===== src/rtl/spi_pkg.sv =====
// Shared types and constants for the SPI slave: FSM state encoding, default
// frame width and the fill pattern sent when no TX data is waiting.
package spi_pkg;

  typedef enum logic {
    ST_IDLE  = 1'b0,
    ST_SHIFT = 1'b1
  } spi_state_e;

  localparam int unsigned SPI_DATA_W    = 8;
  localparam logic [7:0]  SPI_IDLE_FILL = 8'h00;

endpackage : spi_pkg


===== src/rtl/spi_slave_fifo.sv =====
// RX frame FIFO for the SPI slave (used when SPI_SLAVE_RXFIFO_EN is defined).
// Head entry is kept in an output register so rd_data is flop-driven.
module spi_slave_fifo #(
  parameter int unsigned DATA_W = 8,
  parameter int unsigned DEPTH  = 4
) (
  input  logic              clk,
  input  logic              rst_n,
  input  logic              push,
  input  logic [DATA_W-1:0] push_data,
  input  logic              pop,
  output logic [DATA_W-1:0] rd_data,
  output logic              rd_valid,
  output logic              overrun_c
);

  localparam int unsigned PTR_W = $clog2(DEPTH);
  localparam int unsigned CNT_W = PTR_W + 1;

  logic [DATA_W-1:0] mem [DEPTH];
  logic [PTR_W-1:0]  wr_ptr, rd_ptr, rd_ptr_next;
  logic [CNT_W-1:0]  count, count_next;
  logic [DATA_W-1:0] head_next;
  logic              full_c, pop_ok_c, wr_en_c;

  // A pop frees a slot in the same cycle, so push-on-full with pop is accepted
  always_comb begin
    full_c      = (count == CNT_W'(DEPTH));
    pop_ok_c    = pop && (count != '0);
    wr_en_c     = push && (!full_c || pop_ok_c);
    overrun_c   = push && full_c && !pop_ok_c;
    rd_ptr_next = pop_ok_c ? rd_ptr + PTR_W'(1) : rd_ptr;
    count_next  = count + CNT_W'(wr_en_c) - CNT_W'(pop_ok_c);
  end

  // Next head: bypass the write data when it lands in the slot being exposed
  always_comb begin
    head_next = rd_data;
    if (count_next != '0) begin
      if (wr_en_c && (wr_ptr == rd_ptr_next)) begin
        head_next = push_data;
      end else begin
        head_next = mem[rd_ptr_next];
      end
    end
  end

  always_ff @(posedge clk) begin
    if (wr_en_c) begin
      mem[wr_ptr] <= push_data;
    end
  end

  always_ff @(posedge clk) begin
    if (!rst_n) begin
      wr_ptr   <= '0;
      rd_ptr   <= '0;
      count    <= '0;
      rd_data  <= '0;
      rd_valid <= 1'b0;
    end else begin
      if (wr_en_c) begin
        wr_ptr <= wr_ptr + PTR_W'(1);
      end
      rd_ptr   <= rd_ptr_next;
      count    <= count_next;
      rd_data  <= head_next;
      rd_valid <= (count_next != '0);
    end
  end

endmodule : spi_slave_fifo


===== src/rtl/spi_slave.sv =====
// SPI mode-0 slave with TX holding register and RX buffering in the hclk domain.
// Define SPI_SLAVE_RXFIFO_EN to buffer RX in an RX_DEPTH-entry FIFO instead of one register.
module spi_slave
  import spi_pkg::*;
#(
  parameter int unsigned DATA_W   = SPI_DATA_W,
  parameter int unsigned RX_DEPTH = 4
) (
  input  logic              hclk,
  input  logic              hresetn,
  input  logic              spi_clk,
  input  logic              spi_nss,
  input  logic              spi_mosi,
  output logic              spi_miso,
  input  logic [DATA_W-1:0] tx_data_i,
  input  logic              tx_valid_i,
  output logic              tx_ready_o,
  output logic [DATA_W-1:0] rx_data_o,
  output logic              rx_valid_o,
  input  logic              rx_ready_i,
  output logic              rx_overrun_o,
  input  logic              rx_overrun_clr_i,
  output logic              busy_o
);

  localparam int unsigned CNT_W = (DATA_W > 1) ? $clog2(DATA_W) : 1;

  if ((RX_DEPTH < 2) || ((RX_DEPTH & (RX_DEPTH - 1)) != 0)) begin : g_bad_rx_depth
    $error("spi_slave: RX_DEPTH must be a power of two >= 2");
  end

  logic [1:0]        clk_sync, nss_sync, mosi_sync;
  logic              clk_q, nss_q;
  logic              clk_s, nss_s, mosi_s;
  logic              clk_rise_c, clk_fall_c, nss_fall_c;

  spi_state_e        state, state_next;
  logic [CNT_W-1:0]  bit_cnt;
  logic [DATA_W-1:0] rx_sr, tx_sr, tx_sr_next, tx_hold, rx_word_c;
  logic              last_bit_c, load_c, sample_c, shift_c, abort_c;
  logic              push_c, pop_c, ovr_set_c;

  // Synchronizers reset to bus-idle levels so no spurious edge follows reset
  always_ff @(posedge hclk) begin
    if (!hresetn) begin
      clk_sync  <= 2'b00;
      nss_sync  <= 2'b11;
      mosi_sync <= 2'b00;
      clk_q     <= 1'b0;
      nss_q     <= 1'b1;
    end else begin
      clk_sync  <= {clk_sync[0], spi_clk};
      nss_sync  <= {nss_sync[0], spi_nss};
      mosi_sync <= {mosi_sync[0], spi_mosi};
      clk_q     <= clk_sync[1];
      nss_q     <= nss_sync[1];
    end
  end

  always_comb begin
    clk_s      = clk_sync[1];
    nss_s      = nss_sync[1];
    mosi_s     = mosi_sync[1];
    clk_rise_c = clk_s && !clk_q;
    clk_fall_c = !clk_s && clk_q;
    nss_fall_c = !nss_s && nss_q;
    last_bit_c = (bit_cnt == CNT_W'(DATA_W - 1));
    rx_word_c  = DATA_W'({rx_sr, mosi_s});
    pop_c      = rx_valid_o && rx_ready_i;
  end

  always_ff @(posedge hclk) begin
    if (!hresetn) begin
      state <= ST_IDLE;
    end else begin
      state <= state_next;
    end
  end

  // No shift on the falling edge right after a frame boundary: the freshly
  // loaded MSB must stay on MISO for the next frame's first bit
  always_comb begin
    state_next = state;
    load_c     = 1'b0;
    sample_c   = 1'b0;
    shift_c    = 1'b0;
    abort_c    = 1'b0;
    push_c     = 1'b0;
    unique case (state)
      ST_IDLE: begin
        if (nss_fall_c) begin
          state_next = ST_SHIFT;
          load_c     = 1'b1;
        end
      end
      ST_SHIFT: begin
        if (nss_s) begin
          state_next = ST_IDLE;
          abort_c    = 1'b1;
        end else begin
          sample_c = clk_rise_c;
          shift_c  = clk_fall_c && (bit_cnt != '0);
          push_c   = clk_rise_c && last_bit_c;
          load_c   = clk_rise_c && last_bit_c;
        end
      end
      default: state_next = ST_IDLE;
    endcase
  end

  always_comb begin
    tx_sr_next = tx_sr;
    if (load_c) begin
      tx_sr_next = tx_ready_o ? DATA_W'(SPI_IDLE_FILL) : tx_hold;
    end else if (shift_c) begin
      tx_sr_next = tx_sr << 1;
    end
  end

  always_ff @(posedge hclk) begin
    if (!hresetn) begin
      bit_cnt    <= '0;
      rx_sr      <= '0;
      tx_sr      <= '0;
      tx_hold    <= '0;
      tx_ready_o <= 1'b1;
      spi_miso   <= 1'b0;
      busy_o     <= 1'b0;
    end else begin
      if (abort_c) begin
        bit_cnt <= '0;
      end else if (sample_c) begin
        bit_cnt <= last_bit_c ? '0 : bit_cnt + CNT_W'(1);
      end
      if (sample_c) begin
        rx_sr <= rx_word_c;
      end
      tx_sr    <= tx_sr_next;
      spi_miso <= (state_next == ST_SHIFT) ? tx_sr_next[DATA_W-1] : 1'b0;
      busy_o   <= (state_next == ST_SHIFT);
      // Holding register: drained by a frame load, refilled by the host
      if (load_c && !tx_ready_o) begin
        tx_ready_o <= 1'b1;
      end else if (tx_valid_i && tx_ready_o) begin
        tx_hold    <= tx_data_i;
        tx_ready_o <= 1'b0;
      end
    end
  end

`ifdef SPI_SLAVE_RXFIFO_EN
  spi_slave_fifo #(
    .DATA_W (DATA_W),
    .DEPTH  (RX_DEPTH)
  ) u_rx_fifo (
    .clk       (hclk),
    .rst_n     (hresetn),
    .push      (push_c),
    .push_data (rx_word_c),
    .pop       (pop_c),
    .rd_data   (rx_data_o),
    .rd_valid  (rx_valid_o),
    .overrun_c (ovr_set_c)
  );
`else
  // Single RX register; a pop in the same cycle makes room for the push
  always_ff @(posedge hclk) begin
    if (!hresetn) begin
      rx_data_o  <= '0;
      rx_valid_o <= 1'b0;
    end else if (push_c && (!rx_valid_o || pop_c)) begin
      rx_data_o  <= rx_word_c;
      rx_valid_o <= 1'b1;
    end else if (pop_c) begin
      rx_valid_o <= 1'b0;
    end
  end

  assign ovr_set_c = push_c && rx_valid_o && !pop_c;
`endif

  // Sticky overrun flag; a new overrun beats a coincident clear
  always_ff @(posedge hclk) begin
    if (!hresetn) begin
      rx_overrun_o <= 1'b0;
    end else if (ovr_set_c) begin
      rx_overrun_o <= 1'b1;
    end else if (rx_overrun_clr_i) begin
      rx_overrun_o <= 1'b0;
    end
  end

endmodule : spi_slave


===== config.mk =====
export PLATFORM = sky130hd
export DESIGN_NAME = spi_slave
export DESIGN_NICKNAME = d
export VERILOG_FILES = /design/src/rtl/spi_pkg.sv /design/src/rtl/spi_slave_fifo.sv /design/src/rtl/spi_slave.sv
export SDC_FILE = /design/constraint.sdc
export NUM_CORES = 1
export LEC_CHECK = 0
export ABC_AREA = 1
export CORE_UTILIZATION = 47
export CTS_BUF_LIST = sky130_fd_sc_hd__clkbuf_16
export CTS_CLUSTER_SIZE = 12
export DETAILED_ROUTE_END_ITERATION = 6
export GPL_TIMING_DRIVEN = 0
export PLACE_DENSITY = 0.74
export SETUP_SLACK_MARGIN = 0.1
export SLEW_MARGIN = 40
export SYNTH_ARGS = -nofsm -noshare
export SYNTH_HDL_FRONTEND = slang
export SYNTH_SLANG_ARGS = --single-unit

===== constraint.sdc =====
create_clock -name hclk -period 1.35 [get_ports hclk]
set_input_delay 0.27 -clock hclk [delete_from_list [all_inputs] [get_ports hclk]]
set_output_delay 0.27 -clock hclk [all_outputs]
set_load 0.01 [all_outputs]

Yosys cells after proc, flatten, opt, wreduce, memory -nomap -nowiden

Index checks and enable logic that the tools add are counted.

Register bits after elaboration: 47
Bits of input ports: 16
Output and inout bits: 13
Logic and storage cells: 67

Add/sub/neg operators: 1
Equality and inequality tests: 1
Mux-type cells: 20
Bitwise logic cells: 3
Reductions and logical operators: 26

Operator list:

| operator                                    | number |
|---|---|
| two-way mux 8 bit                           | 3 |
| two-way mux 1 bit                           | 14 |
| logical AND 1 bit                           | 11 |
| zero test 1 bit                             | 6 |
| nonzero test 2 bit                          | 3 |
| case mux 1 bit (2 select lines)             | 2 |
| AND reduction 2 bit                         | 2 |
| OR reduction 2 bit                          | 2 |
| adder 3 x 1 -> 3 bit, second input constant | 1 |
| == test 3 bit, second input constant        | 1 |
| two-way mux 3 bit                           | 1 |
| NOT 1 bit                                   | 3 |
| nonzero test 3 bit                          | 1 |
| logical OR 1 bit                            | 1 |

Longest topological paths before layout

Gate-level depths: netlist (run 1).

Depth in word-level cells: 8
Depth in mapped cells: 8
Mapped depth without buffers: 8

Worst setup path before layout (run 1)

OpenSTA, ideal clock, no wires.

Kind: reg-to-reg
From: register bit_cnt[0]
To: register tx_sr[1]
Setup time: 0.128 ns
Arrival: 1.152 ns
Required time: 1.222 ns
Path slack: 0.070 ns
Stages on the path, launching flop included: 9
Path buffers: 0
Period minus slack after synthesis: 1.280 ns
Cell sequence: dfxtp_1 > inv_1 > ha_1 > nand2_1 > nand3_2 > nand3_2 > nor2_1 > nor2_1 > nor2_1

Longest elaborated chain between the ends: 5
Elaborated cells between the ends (all ways): 10
Classes of those cells: eq/ne: 1; mux: 5; reduce/logical: 4

RTL lines:

| item                                                                 | line                               | RTL |
|---|---|---|
| start: declaration                                                   | spi_slave.sv:38                    | `logic [CNT_W-1:0] bit_cnt;` |
| start signal: assignment                                             | spi_slave.sv:133                   | `bit_cnt <= last_bit_c ? '0 : bit_cnt + CNT_W'(1);` |
| == test 3 bit or nonzero test 3 bit (tied branches)                  | spi_slave.sv:67, spi_slave.sv:102  |  |
| logical AND 1 bit (on tied branches)                                 | spi_slave.sv:104, spi_slave.sv:102 |  |
| two-way mux 1 bit                                                    | spi_slave.sv:97                    | `if (nss_s) begin` |
| case mux 1 bit (2 select lines) or two-way mux 1 bit (tied branches) | spi_slave.sv:89                    | `unique case (state)` |
| two-way mux 8 bit or nonzero test 2 bit (tied branches)              | -                                  |  |
| end signal: assignment                                               | spi_slave.sv:138                   | `tx_sr <= tx_sr_next;` |
| end: declaration                                                     | spi_slave.sv:39                    | `logic [DATA_W-1:0] rx_sr, tx_sr, tx_sr_next, tx_hold, rx_word_c;` |

Several ways; a longest one is shown, not always the timed one.
A chain may end at the register's enable or synchronous reset.

Final worst setup path (run 1)

From: register bit_cnt[0]
To: register tx_sr[6]

Same word-level chain as after synthesis.

==> flow_summary.ini, run 1 <==
[run_status]
outcome = finished with violations
violations = negative setup slack

[yosys]
ys_seq_area_share_pct = 50.2
yosys.cell_types.count = 22
yosys_register_bits = 47
synth_nets = 264
synth.area.top_cells = dfxtp_1 (50%), nor2_1 (12%), inv_1 (5.8%), nand2_1 (5.6%), o21ai_1 (4.8%)
synth_area_per_cell_sq_um = 7.66
yosysWarnings = 0
synthCells = 245
synth_top_area_cell = dfxtp_1
synthesis.area_sq_um = 1880
yosys.area.top_type_share_pct = 50.2

[floorplan]
io-pin-count = 29
start_util_pct = 50.1
rows = 22
core-area_sq_um = 3740
floorplan.die_area_sq_um = 4250
die_h_microns = 65.2
dieWidth_microns = 65.2

[grt]
grt_pass1_wl_microns = 6410
grt.overflow.total = 0
antenna_found_initial = 0
grt_max_degree = 13
grt_usage_pct = 19.9
grt_pass1_vias = 1435

[hold_path]
hp-class = reg2reg
hold_depth = 2

[detailed_routing]
wl_microns = 4110
wl_per_cell_microns = 12.1
vias = 1670
vias_per_cell = 4.93
ant_nets = 0
drt_iter0_markers = 93
first_pass_iters = 4
route.detailed.drc = 0

[place]
gp_congestion = 0.780
dpl.hpwl_microns = 2480
dp.cells = 321
pre_cts_ws_ns = -0.358
io_buffers = 28

[setup_path]
end_kind = flop
crit_required_ns = 1.52
ff2ff_path_depth = 9
cp_data_arrival_time_ns = 1.53
worstSetupPathType = reg2reg
cpPeakStageDelay_ns = 0.34
worstPathCellList = ha_4 -> ha_4 -> nand3_4 -> buf_12 -> nand2_8 -> nand2_2 -> nand2_2 -> nor2_2 -> nor2_1
cp_max_fo = 5
crit_path_top_delay_cell = dfxtp_2
cp-start-kind = flop

[job]
max-cap-violations = 0

[finish]
final_cell_mix = nor2_1 (55), dfxtp_1 (42), inv_1 (29)
layoutNonFillerInstCount = 339
seq_area_sq_um = 947
drive_gt1_share_pct = 24.4
area_growth_pct = 40.1
nNetsFinal = 311
layout_commonest_cell = nor2_1
multi_input_area_sq_um = 923
fill_cells = 298
antennaDiodeCount = 0

[timing]
relSlewSlack_pct = 80.1
fin_ws_ns = -0.00954
clock-skew-final_ns = 0.00300
post-route-period-util_pct = 101
hold_viol_final = 0
worst_slew_pin_slew_ns = 0.299
finalSetupViolations = 1
fmax_mhz = 736
rsz0062_at_grt = yes
min_period_ns = 1.36
drv_slew = 0
fin_tns_setup_ns = -0.00954

[clock_tree]
htree_levels = 2
cts_max_path_buffers = 2
cts_made_buffers = 5
hold_buffers = 0
cts-root-buf = clkbuf_16
clk_pin_slew_ns = 0.06
cts.sinks = 47
clkLatencyLatePin_ns = 0.28
cts_tree = built

[power]
leakage_nw = 1.20
vdd_drop_max_mv = 0.846
powerDensity_nw_per_um2 = 1050
-- sequential cells by signal, summed over array words and instances, names as in the netlist --
signal,flops
busy_o,1
bit_cnt,3
tx_sr,8
spi_miso,1
rx_valid_o,1
rx_data_o,8
rx_overrun_o,1
nss_sync,2
mosi_sync,2
clk_sync,2
nss_q,1
tx_hold,8
clk_q,1
tx_ready_o,1
rx_sr,7
-- report_power, final --
part           leakage (nW)  internal, mW  total [mW]  switching [mW]
Clock                0.0669         0.658        1.12           0.460
Sequential            0.384          1.42        1.44          0.0183
Combinational         0.752        0.0896       0.197           0.108
Total                  1.20          2.17        2.76           0.586
-- final timing paths --
check             slack [ns]     endpoint        start
setup / recovery       -0.01     tx_sr[6]   bit_cnt[0]
hold / removal          0.41  clk_sync[1]  clk_sync[0]
setup reg to reg       -0.01     tx_sr[6]   bit_cnt[0]
hold reg to reg         0.41  clk_sync[1]  clk_sync[0]
-- synth_stat cells --
master,n
o21ai_1,18
inv_1,29
inv_2,7
nor2_4,2
a211oi_1,1
nor2_2,1
nand2_4,1
nand3_2,3
or2_2,2
o21a_1,1
ha_1,3
nand4_1,8
nor2_8,1
nand3_1,2
buf_2,4
a21oi_1,13
clkbuf_1,3
nand2_1,28
o21ai_0,10
nor2_1,60
dfxtp_1,47
nand3_4,1
-- final cells by class --
| class | instances | share of cell area (%) |
|---|---|---|
| Multi-Input combinational cell | 156 | 35.1 |
| Sequential cell | 47 | 36.0 |
| Inverter | 36 | 5.33 |
| Buffer | 7 | 1.71 |
| Timing Repair Buffer | 39 | 14.6 |
| Clock buffer | 5 | 4.76 |
| Tap cell | 48 | 2.29 |
| Clock inverter | 1 | 0.143 |
-- metal layers --
metal / vias up / wire, microns / GRT usage, %
met5: - / 0 / 0
met1: 757 / 1890 / 25.4
li1: 865 / - / -
met3: 11 / 146 / 2.60
met4: 0 / 116 / 12.8
met2: 37 / 1960 / 31.4
-- worst max-delay path: cells and delay by family (launching register included) --
kind | cells | cell delay, ns
flops | 1 | 0.34
simple gates | 6 | 0.46
buf+inv | 1 | 0.13
fa+ha+maj | 2 | 0.32
-- stage by stage --
stage	total power, mW	area [sq um]	util (%)	hold WS, ns
global route	2.85	2630	70.2	0.422
CTS	2.76	2520	67.4	0.413
finish	2.76	2630	70.2	0.409
floorplan	1.57	1880	-	0.368
detailed placement	1.65	2220	59.3	0.399
global placement	1.64	2220	59.3	0.393
-- logic make-up after synthesis --
family | count (synthesis) | synth area share, %
fa+ha+maj | 3 | 2.00
flops | 47 | 50.2
compound gates | 43 | 11.7
buf+inv | 43 | 8.87
simple gates | 109 | 27.2
-- timing repair --
item	CTS	global route
setup buffers	7	4
endpoints found under the setup margin	43	34
resized for setup	43	26
gates cloned	1	0
pin swaps	8	9
No activity file was read; power rests on OpenSTA's default activity.
==> inputs of run 2 (changes only) <==
--- a/config.mk
+++ b/config.mk
@@ -7,11 +7,10 @@
 export LEC_CHECK = 0
 export ABC_AREA = 1
 export CORE_UTILIZATION = 47
-export CTS_BUF_LIST = sky130_fd_sc_hd__clkbuf_16
 export CTS_CLUSTER_SIZE = 12
 export DETAILED_ROUTE_END_ITERATION = 6
 export GPL_TIMING_DRIVEN = 0
-export PLACE_DENSITY = 0.74
+export PLACE_DENSITY = 0.83
 export SETUP_SLACK_MARGIN = 0.1
 export SLEW_MARGIN = 40
 export SYNTH_ARGS = -nofsm -noshare
==> run 2 against run 1 <==
  * The flow still finishes with violations (negative setup slack)
  * Clock power down 17%
  * Maximum frequency down 1.7%
  * Design area down 5.0%
  * First-iteration DRC count down 30%
  * Utilization down 3.5 points
  * Setup slack worse by 0.024 ns
  * Sequential share of layout area up 2.0 points
  * Highest routed layer unchanged
  * Cell count down 1.5%
  * Flip-flop and latch count unchanged
  * Register-to-register slack worse by 0.02 ns
  * Global-route usage down 0.33 points
  * Largest cell class unchanged
==> flow_summary.ini, run 2 (same netlist as run 1, synthesis figures left out) <==
[run_status]
outcome = finished with violations
violations = negative setup slack

[timing]
finalSetupViolations = 8
post-route-period-util_pct = 102
hold_slack_ns = 0.431
clock-skew-final_ns = 0.00755
fmax_mhz = 723
min_period_ns = 1.38
rsz0062_at_grt = yes
drv_slew = 0
worst_slew_pin_slew_ns = 0.433
fin_tns_setup_ns = -0.105
relSlewSlack_pct = 71.1
fin_ws_ns = -0.0336
hold_viol_final = 0

[place]
io_buffers = 28
gp_congestion = 0.793
placed_area_sq_um = 2220
pre_cts_ws_ns = -0.345
dp.cells = 321
dpl.hpwl_microns = 2550

[finish]
drive_gt1_share_pct = 22.7
area_growth_pct = 33.0
layout_commonest_cell = nor2_1
final_cell_mix = nor2_1 (57), dfxtp_1 (42), inv_1 (29)
final_util_pct = 66.6
stdcell_area_sq_um = 2490
layoutNonFillerInstCount = 334
antennaDiodeCount = 0
nNetsFinal = 304
top_regs = rx_data_o (8), tx_hold (8), tx_sr (8)

[setup_path]
cp-start-kind = flop
end_kind = flop
crit_path_top_delay_cell = dfxtp_4
worstSetupPathType = reg2reg
critical-path-top-delay-family = simple AND/OR/NAND/NOR gates
crit_required_ns = 1.55
ff2ff_path_depth = 8
rrSetupSlack_ns = -0.03
cpPeakStageDelay_ns = 0.37
cp.depth = 8
worstPathCellList = ha_4 -> ha_4 -> nand3_4 -> nand2_4 -> nand2_2 -> nand2_1 -> nor2_1 -> nor2_1
cp_data_arrival_time_ns = 1.59
cp_max_fo = 6
path_buf_inv = 0

[floorplan]
dieWidth_microns = 65.2
die_h_microns = 65.2
rows = 22
floorplan.die_area_sq_um = 4250
io-pin-count = 29
core-area_sq_um = 3740
start_util_pct = 50.1

[clock_tree]
cts.sinks = 47
clkLatencyLatePin_ns = 0.32
clk_pin_slew_ns = 0.10
cts-root-buf = clkbuf_8
hold_buffers = 0
cts_made_buffers = 5
cts_tree = built
cts_max_path_buffers = 2
htree_levels = 2

[detailed_routing]
first_pass_iters = 4
ant_nets = 0
wl_microns = 3810
wl_per_cell_microns = 11.4
drt_iter0_markers = 65
route.detailed.drc = 0
vias = 1615
vias_per_cell = 4.84

[job]
max-cap-violations = 0

[grt]
grt_pass1_wl_microns = 6270
antenna_found_initial = 0
grt_usage_pct = 19.6
grt_max_degree = 19
grt_pass1_vias = 1436
grt.overflow.total = 0

[hold_path]
hp-class = reg2reg
hold_depth = 2

[power]
finalPower_mw = 2.57
powerDensity_nw_per_um2 = 1030
vdd_drop_max_mv = 0.900
leakage_nw = 1.12
run 2: repair_timing:
action	in CTS	in global routing
pin swaps	8	7
gates resized for setup	41	20
endpoints found under the setup margin	43	34
cloned	1	0
setup buffers	3	1
run 2: where the power goes:
group / switching, mW / internal (mW)
sequential: 0.0183 / 1.42
clock: 0.544 / 0.391
combinational: 0.108 / 0.0899
total: 0.670 / 1.90
run 2: path summary, 6_finish.rpt:
kind                start      endpoint
min          mosi_sync[0]  mosi_sync[1]
max            bit_cnt[0]      tx_sr[4]
max reg2reg    bit_cnt[0]      tx_sr[4]
min reg2reg  mosi_sync[0]  mosi_sync[1]
run 2: layout make-up:
type	instances	area (sq um)
inverters	36	140
plain buffers	7	41.3
multi-input cells	156	892
clock buffers	5	68.8
flip-flops and latches	47	950
repair buffers	32	314
well taps	48	60.1
clock inverters	3	28.8
fillers	303	1250
run 2: tightest hold or removal path, stage by stage (launching register included):
cell and delay, ns:
dfxtp_1 0.31, nand2_1 0.05, inv_1 0.03
run 2: layer usage:
metal	routed length (microns)	share of wire, %	GRT usage [%]
met1	1840	48	24.5
met5	0	0	0
met4	58	1.5	8.42
met2	1780	47	31.6
met3	122	3.2	5.21
==> inputs of run 3 (changes only) <==
--- a/config.mk
+++ b/config.mk
@@ -9,7 +9,6 @@
 export CORE_UTILIZATION = 47
 export CTS_CLUSTER_SIZE = 12
 export DETAILED_ROUTE_END_ITERATION = 6
-export GPL_TIMING_DRIVEN = 0
 export PLACE_DENSITY = 0.83
 export SETUP_SLACK_MARGIN = 0.1
 export SLEW_MARGIN = 40
==> run 3 against run 2 <==
  * The flow still finishes with violations (negative setup slack)
  * Clock skew down 0.0032 ns
  * Hold slack worse by 0.014 ns
  * Clock power grew 29%
  * Sequential share of layout area is 2.4 points lower
  * Combinational power about the same
  * Die area unchanged
  * Global-route usage up 1.1 points
  * Maximum frequency up 1.6%
  * Register-to-register slack better by 0.02 ns
  * Largest cell class unchanged
==> flow_summary.ini, run 3 (same netlist as run 1, synthesis figures left out) <==
[grt]
grt_usage_pct = 20.7
grt_max_degree = 27
grt_pass1_vias = 1548
antenna_found_initial = 0
grt.overflow.total = 0
grt_pass1_wl_microns = 6630

[clock_tree]
clkLatencyLatePin_ns = 0.30
cts_made_buffers = 5
htree_levels = 2
cts_max_path_buffers = 2
cts-root-buf = clkbuf_8
hold_buffers = 0
clk_pin_slew_ns = 0.09
cts_tree = built
cts.sinks = 47

[run_status]
violations = negative setup slack
outcome = finished with violations

[timing]
relSlewSlack_pct = 76.1
fin_tns_setup_ns = -0.0113
hold_slack_ns = 0.418
min_period_ns = 1.36
post-route-period-util_pct = 101
hold_viol_final = 0
fin_ws_ns = -0.0113
fmax_mhz = 735
worst_slew_pin_slew_ns = 0.354
clock-skew-final_ns = 0.00437
rsz0062_at_grt = yes
drv_slew = 0
finalSetupViolations = 1

[detailed_routing]
route.detailed.drc = 0
wl_microns = 3940
ant_nets = 0
vias = 1631
wl_per_cell_microns = 11.5
vias_per_cell = 4.76
drt_iter0_markers = 77
first_pass_iters = 4

[hold_path]
hp-class = reg2reg

[power]
switchingPower_uw = 594
clockPowerShare_pct = 42.5
vdd_drop_max_mv = 0.796
sw_frac_of_total_pct = 20.8
leakage_nw = 1.20
p_int_mw = 2.26
powerDensity_nw_per_um2 = 1080
power_frac_seq_pct = 50.5
combPwrFrac_pct = 7.0

[floorplan]
floorplan.die_area_sq_um = 4250
die_h_microns = 65.2
dieWidth_microns = 65.2
start_util_pct = 50.1
io-pin-count = 29
core-area_sq_um = 3740
rows = 22

[finish]
layout_commonest_cell = nor2_1
final_cell_mix = nor2_1 (53), dfxtp_1 (44), inv_1 (28)
antennaDiodeCount = 0
drive_gt1_share_pct = 23.4
layoutNonFillerInstCount = 343
area_growth_pct = 41.0
fill_cells = 288
top_regs = rx_data_o (8), tx_hold (8), tx_sr (8)
nNetsFinal = 313
final_util_pct = 70.7

[setup_path]
cpPeakStageDelay_ns = 0.37
end_kind = flop
cp_data_arrival_time_ns = 1.57
cp-start-kind = flop
worstPathCellList = ha_4 -> ha_4 -> nand3_4 -> buf_12 -> nand3_4 -> nor2_2 -> nor2_1 -> nor2_1
worstSetupPathType = reg2reg
cp_max_fo = 6
critical-path-top-delay-family = simple AND/OR/NAND/NOR gates
crit_path_top_delay_cell = dfxtp_2
path_buf_inv = 1
crit_required_ns = 1.56

[place]
dp.cells = 327
pre_cts_ws_ns = -0.0714
dpl.hpwl_microns = 2570
io_buffers = 28
gp_congestion = 0.811

[job]
max-cap-violations = 0
## run 3: power by group through the flow
stage | logic, mW | clock network [mW] | registers [mW]
floorplan | 0.101 | 0 | 1.47
global placement | 0.190 | 0 | 1.47
detailed placement | 0.195 | 0 | 1.47
CTS | 0.198 | 1.24 | 1.44
global route | 0.223 | 1.28 | 1.44
finish | 0.201 | 1.21 | 1.44
## run 3: final timing paths
path,startpoint,end,slack (ns),depth (start not counted)
min reg2reg,nss_sync[0],nss_sync[1],0.42,1
min,nss_sync[0],nss_sync[1],0.42,1
max,bit_cnt[0],tx_sr[1],-0.01,8
max reg2reg,bit_cnt[0],tx_sr[1],-0.01,8
## run 3: cell type report
cell class                 count  area [sq um]  share of cell area (%)
clock buffer                   5          68.8                    2.60
clock inverter                 3          67.6                    2.55
inverter                      36           140                    5.30
multi-input combinational    156           888                    33.6
sequential                    47           945                    35.7
tap                           48          60.1                    2.27
timing repair buffer          48           475                    18.0
## run 3: metrics by stage
step,total power [mW],area (sq um)
2_1_floorplan,1.57,1880
3_3_place_gp,1.66,2310
3_5_place_dp,1.67,2310
4_1_cts,2.87,2580
5_1_grt,2.95,2650
6_report,2.85,2650
## run 3: worst register-to-register path: stages, from the launching register on
cell and delay (ns):
dfxtp_2 0.37, ha_4 0.14, ha_4 0.13, nand3_4 0.16, buf_12 0.18, nand3_4 0.10
nor2_2 0.05, nor2_1 0.10, nor2_1 0.05
## run 3: layer usage
| metal | wire length [microns] | global-route usage, % | vias to the layer above |
|---|---|---|---|
| li1 | - | - | 871 |
| met1 | 1810 | 25.4 | 721 |
| met2 | 1940 | 33.0 | 31 |
| met3 | 113 | 5.90 | 8 |
| met4 | 76 | 10.1 | 0 |
| met5 | 0 | 0 | - |
## run 3: repair_timing
action                     CTS  global route
setup endpoints to repair   34            28
setup buffers                5             2
gates resized for setup     36            11
pin swaps                   17             7
gates cloned                 1             0
